==> config.mk <==
export PLATFORM = sky130hd
export DESIGN_NAME = glitch_monitor
export DESIGN_NICKNAME = d
export VERILOG_FILES = /design/src/rtl/glitch_pkg.sv /design/src/rtl/sync_edge.sv /design/src/rtl/glitch_monitor.sv
export SDC_FILE = /design/constraint.sdc
export NUM_CORES = 1
export LEC_CHECK = 0
export CAP_MARGIN = 20
export CORE_ASPECT_RATIO = 1.2
export CORE_MARGIN = 5
export CORE_UTILIZATION = 40
export CTS_CLUSTER_SIZE = 14
export DETAILED_ROUTE_END_ITERATION = 8
export PLACE_DENSITY = 0.72
export SLEW_MARGIN = 15
export SYNTH_ARGS = -nofsm -noshare
export SYNTH_HDL_FRONTEND = slang
export SYNTH_SLANG_ARGS = --single-unit
==> constraint.sdc <==
create_clock -name clk -period 1.85 [get_ports clk]
set_input_delay 0.555 -clock clk [delete_from_list [all_inputs] [get_ports clk]]
set_output_delay 0.555 -clock clk [all_outputs]
set_load 0.03 [all_outputs]
==> src/rtl/glitch_pkg.sv <==
// Shared types and constants for the glitch monitor and its synchronizer.
package glitch_pkg;

    localparam int SYNC_STAGES   = 2;
    localparam int CNT_W_DEFAULT = 32;

    typedef enum logic [2:0] {
        IDLE,
        TRIG,
        WAIT_RISE,
        MEASURE,
        FINISH
    } state_t;

endpackage

==> src/rtl/sync_edge.sv <==
// Multi-flop synchronizer for an asynchronous level, plus rise/fall detection
// on the synchronized signal.
module sync_edge
    import glitch_pkg::*;
#(
    parameter int STAGES = SYNC_STAGES
) (
    input  logic clk,
    input  logic rst_n,
    input  logic din,
    output logic level,
    output logic rise,
    output logic fall
);

    logic [STAGES-1:0] sync_q;
    logic              edge_q;

    // NOTE: reset is sampled on the clock edge, so it sits inside the clocked block.
    always_ff @(posedge clk) begin
        if (!rst_n) begin
            sync_q <= '0;
            edge_q <= 1'b0;
        end else begin
            sync_q <= {sync_q[STAGES-2:0], din};
            edge_q <= sync_q[STAGES-1];
        end
    end

    assign level = sync_q[STAGES-1];
    assign rise  = sync_q[STAGES-1] & ~edge_q;
    assign fall  = ~sync_q[STAGES-1] & edge_q;

endmodule

==> src/rtl/glitch_monitor.sv <==
// Fires a trigger pulse at the glitch generator and measures the delay to the
// glitch rising edge and the glitch high time, in clk cycles.
module glitch_monitor
    import glitch_pkg::*;
#(
    parameter int               CNT_W             = CNT_W_DEFAULT,
    parameter int               TRIG_PULSE_CYCLES = 4,
    parameter logic [CNT_W-1:0] TIMEOUT_CYCLES    = CNT_W'(32'd24_000_000)
) (
    input  logic             clk,
    input  logic             rst_n,
    input  logic             start,
    input  logic             glitch_in,
    output logic             trigger,
    output logic             busy,
    output logic             done,
    output logic             timeout,
    output logic [CNT_W-1:0] delay_cycles,
    output logic [CNT_W-1:0] width_cycles
);

    localparam int                TCNT_W    = (TRIG_PULSE_CYCLES > 1) ? $clog2(TRIG_PULSE_CYCLES) : 1;
    localparam logic [TCNT_W-1:0] TCNT_LAST = TCNT_W'(TRIG_PULSE_CYCLES - 1);
    localparam logic [CNT_W-1:0]  CNT_MAX   = '1;

    state_t            state, state_nxt;
    logic              glitch_lvl, glitch_rise, glitch_fall;
    logic [TCNT_W-1:0] tcnt;
    logic [CNT_W-1:0]  dcnt, wcnt;
    logic              trig_last, rise_expired, width_expired;
    logic              meas_start, count_delay, rise_accept, rise_timeout;
    logic              count_width, width_capture, width_timeout;

    sync_edge #(.STAGES(SYNC_STAGES)) u_sync (
        .clk   (clk),
        .rst_n (rst_n),
        .din   (glitch_in),
        .level (glitch_lvl),
        .rise  (glitch_rise),
        .fall  (glitch_fall)
    );

    assign trig_last     = trigger && (tcnt == TCNT_LAST);
    assign rise_expired  = dcnt >= TIMEOUT_CYCLES;
    assign width_expired = wcnt >= TIMEOUT_CYCLES;

    always_ff @(posedge clk) begin
        if (!rst_n) state <= IDLE;
        else        state <= state_nxt;
    end

    // A rise during the trigger pulse is accepted; the pulse itself runs on
    // its own counter and completes regardless of the state.
    always_comb begin
        // NOTE: default first so no path through the case infers a latch.
        state_nxt = state;
        case (state)
            IDLE:      if (start) state_nxt = TRIG;
            TRIG:      if (glitch_rise) state_nxt = MEASURE;
                       else if (trig_last) state_nxt = WAIT_RISE;
            WAIT_RISE: if (glitch_rise) state_nxt = MEASURE;
                       else if (rise_expired) state_nxt = FINISH;
            MEASURE:   if (glitch_fall || width_expired) state_nxt = FINISH;
            FINISH:    state_nxt = IDLE;
            default:   state_nxt = IDLE;
        endcase
    end

    always_comb begin
        busy          = (state == TRIG) || (state == WAIT_RISE) || (state == MEASURE);
        done          = (state == FINISH);
        meas_start    = (state == IDLE) && start;
        count_delay   = (state == TRIG) || (state == WAIT_RISE);
        rise_accept   = count_delay && glitch_rise;
        rise_timeout  = (state == WAIT_RISE) && !glitch_rise && rise_expired;
        count_width   = (state == MEASURE) && glitch_lvl;
        width_capture = (state == MEASURE) && (glitch_fall || width_expired);
        width_timeout = (state == MEASURE) && !glitch_fall && width_expired;
    end

    // NOTE: non-blocking assignments keep every register update on the same edge.
    always_ff @(posedge clk) begin
        if (!rst_n) begin
            trigger      <= 1'b0;
            tcnt         <= '0;
            dcnt         <= '0;
            wcnt         <= '0;
            timeout      <= 1'b0;
            delay_cycles <= '0;
            width_cycles <= '0;
        end else if (meas_start) begin
            trigger      <= 1'b1;
            tcnt         <= '0;
            dcnt         <= '0;
            wcnt         <= '0;
            timeout      <= 1'b0;
            delay_cycles <= '0;
            width_cycles <= '0;
        end else begin
            if (trigger) begin
                if (trig_last) trigger <= 1'b0;
                else           tcnt    <= tcnt + TCNT_W'(1);
            end
            if (count_delay && dcnt != CNT_MAX) dcnt <= dcnt + CNT_W'(1);
            if (count_width && wcnt != CNT_MAX) wcnt <= wcnt + CNT_W'(1);
            if (rise_accept) begin
                delay_cycles <= dcnt;
                wcnt         <= CNT_W'(1);
            end
            if (rise_timeout) begin
                timeout      <= 1'b1;
                delay_cycles <= '0;
                width_cycles <= '0;
            end
            if (width_capture) width_cycles <= wcnt;
            if (width_timeout) timeout      <= 1'b1;
        end
    end

endmodule

==> out/metrics.yaml <==
clock_sinks: 138
h-tree-depth: 4
critPathMaxFanout: 4
antenna_found_initial: 0
final_area_sq_um: 10110
placed_area_sq_um: 8060
end_kind: "register"
whs_ns: 0.4366
hp-class: "reg -> reg"
area_growth_pct: 66.43
critPathTopFamily: "simple AND/OR/NAND/NOR gates"
yosysTopAreaCell: "dfxtp_1"
die_h_microns: 145.0
ys_seq_area_share_pct: 45.50
grt_max_degree: 33
clockBufferDepth: 2
cap_violations: 0
ys.flop_type: "dfxtp_1"
clock.fmax_mhz: 465.3
crit_chain: "nand4b_4, buf_4, buf_6, nor4_4, buf_4, nand4_1, or3_1, a21oi_1"
cts_made_buffers: 17
synth_seq_cells: 138
ys_warn_count: 0
p_leak_nw: 4.137
cpPeakStageDelay_ns: 0.38
fin_ws_ns: -0.2990
drive_gt1_share_pct: 42.09
synthArstFlopShare_pct: 0
avgSynthCellArea_sq_um: 8.118
grt_usage_pct: 20.59
wire_per_inst_microns: 18.23
detail-route-antenna-nets: 0
dr_total_vias: 6487
io_pins: 72
port_buffers: 71
synth_top_area_share_pct: 45.50
final_core_util_pct: 67.56
worstSetupStartpointType: "register"
tns_ns: -8.104
dp_cells: 1112
required_ns: 2.18
fin_crit_ns: 2.149
vdd_ir_drop_max_mv: 0.6722
synth_cell_type_count: 50
dieArea_sq_um: 17750
rsz0062_at_grt: "true"
status: "finished, violations left"
synth_cells: 748
synth_edf_count: 0
routabilityCongestion: 0.8717
grt_pass1_vias: 6148
start_util_pct: 40.59
clk_pin_slew_worst_paths_ns: 0.06
violations: "setup timing"
power.density_nw_per_um2: 725.1
mostFrequentLayoutCells: "127 x buf_4, 110 x dfxtp_1, 96 x nand2_1"
grt_pass1_wl_mm: 29.74
yosys-top-cells-area: "dfxtp_1 45%, nand2_1 7.6%, a21oi_1 6.4%"
cpMaxStageDelayCell: "or3_1"
drt_iter0_markers: 452
post-route-drc-count: 0
min_period_over_period_pct: 116.2
gr-total-overflow: 0
rows: 49
cts-root-buf: "clkbuf_16"
crit_arrival_ns: 2.48
instances_no_fill: 1178
post_drt_via_cell_ratio: 5.507
clk_latency_ns: 0.43
detailed_place_hpwl_mm: 11.31
maxSlewViolCount: 0
path_class: "reg -> reg"
synth_fp_nets: 757
detailedRoute.firstPassIterationCount: 5
diodes: 0
synth_area_sq_um: 6072
setup_viol: 96
fin_nets: 970
final_common_cell: "buf_4"
cts_tree: "built"
worst_pin_slew_ns: 0.5460
die_w_microns: 122.5
core_area_sq_um: 14960
crit_buf_inv: 3
relSlewSlack_pct: 63.21
fin_skew_ns: 0.01157
cpMostUsedCell: "buf_4"
cts_hold_buf: 0
totalWireLength_mm: 21.47
hold_viol: 0
==> cell type report <==
| class | count | area (sq um) |
|---|---|---|
| Fill cell | 1104 | 4853 |
| Multi-Input combinational cell | 554 | 4109 |
| Sequential cell | 138 | 2808 |
| Timing Repair Buffer | 241 | 2326 |
| Clock buffer | 19 | 452.9 |
| Tap cell | 204 | 255.2 |
| Clock inverter | 13 | 121.4 |
| Inverter | 9 | 33.78 |
==> where the power goes <==
| part | internal, mW | leakage (nW) | switching (mW) |
|---|---|---|---|
| clock | 1.92 | 0.268 | 1.39 |
| sequential | 3.01 | 1.13 | 0.0354 |
| combinational | 0.435 | 2.74 | 0.537 |
==> sequential cells by signal (all words and copies together) (netlist names) <==
name,flops
u_sync.edge_q,1
tcnt,2
wcnt,32
trigger,1
u_sync.sync_q,2
width_cycles,32
timeout,1
delay_cycles,32
dcnt,32
state,3
==> worst register-to-register path: cells and delay by family (launching register included) <==
family	cells	cell delay, ns
flops	1	0.32
buf+inv	3	0.46
compound gates	1	0.20
simple gates	4	1.07
==> logic make-up after synthesis <==
kind of cell,Yosys count,synth area share [%]
AO/OA/AOI/OAI,116,11.02
adder cells (fa/ha/maj),5,1.030
XOR/XNOR,53,7.645
multiplexers,3,0.4946
flip-flops,138,45.50
buffers and inverters,56,3.730
AND/OR/NAND/NOR,377,30.58
==> Yosys cell counts (2+ instances only) <==
master and count:
and2_1 10, xor2_1 34, buf_2 13, nor2_1 71, a41oi_1 2, nor2b_1 7
xnor2_1 19, or3_1 9, or4_1 4, nand2b_1 5, and3_1 11, clkbuf_1 34
mux2i_1 3, a21oi_1 78, a211o_1 2, nor4_1 11, inv_1 9, nand2_1 123
nor4b_1 4, or2_2 2, nor3_1 15, and4_1 10, a211oi_1 2, o21ai_0 11
nand4_1 23, o31ai_1 2, a31oi_1 7, ha_1 5, nand3_1 64, dfxtp_1 138
==> repair_timing <==
item | 4_1_cts | 5_1_grt
resized for setup | 171 | 164
gates cloned | 8 | 7
endpoints found under the setup margin | 182 | 128
pin swaps | 57 | 57
buffers inserted | 10 | 13
==> stage by stage <==
| stage | worst slack (ns) | total power [mW] |
|---|---|---|
| 2_1_floorplan | -0.1457 | 3.495 |
| 3_5_place_dp | -0.3823 | 3.810 |
| 4_1_cts | -0.1589 | 7.155 |
| 3_3_place_gp | -0.3230 | 3.796 |
| 5_1_grt | -0.3077 | 7.562 |
| 6_report | -0.2990 | 7.328 |
==> metal layers <==
metal | GRT usage [%] | share of wire [%] | vias to the layer above
met5 | 0 | 0 | -
met4 | 7.171 | 3.5 | 0
met3 | 4.048 | 4.5 | 61
met2 | 37.19 | 54 | 224
met1 | 23.84 | 38 | 3170
li1 | - | - | 3032
==> worst paths after layout <==
| check | to | start | slack, ns | depth (start not counted) |
|---|---|---|---|---|
| worst min register to register | u_sync.sync_q[1] | u_sync.sync_q[0] | 0.44 | 1 |
| worst max register to register | wcnt[16] | state[2] | -0.30 | 8 |
| worst min-delay path | u_sync.sync_q[1] | u_sync.sync_q[0] | 0.44 | 1 |
| worst max-delay path | wcnt[16] | state[2] | -0.30 | 8 |
(Power assumes the default switching activity.)
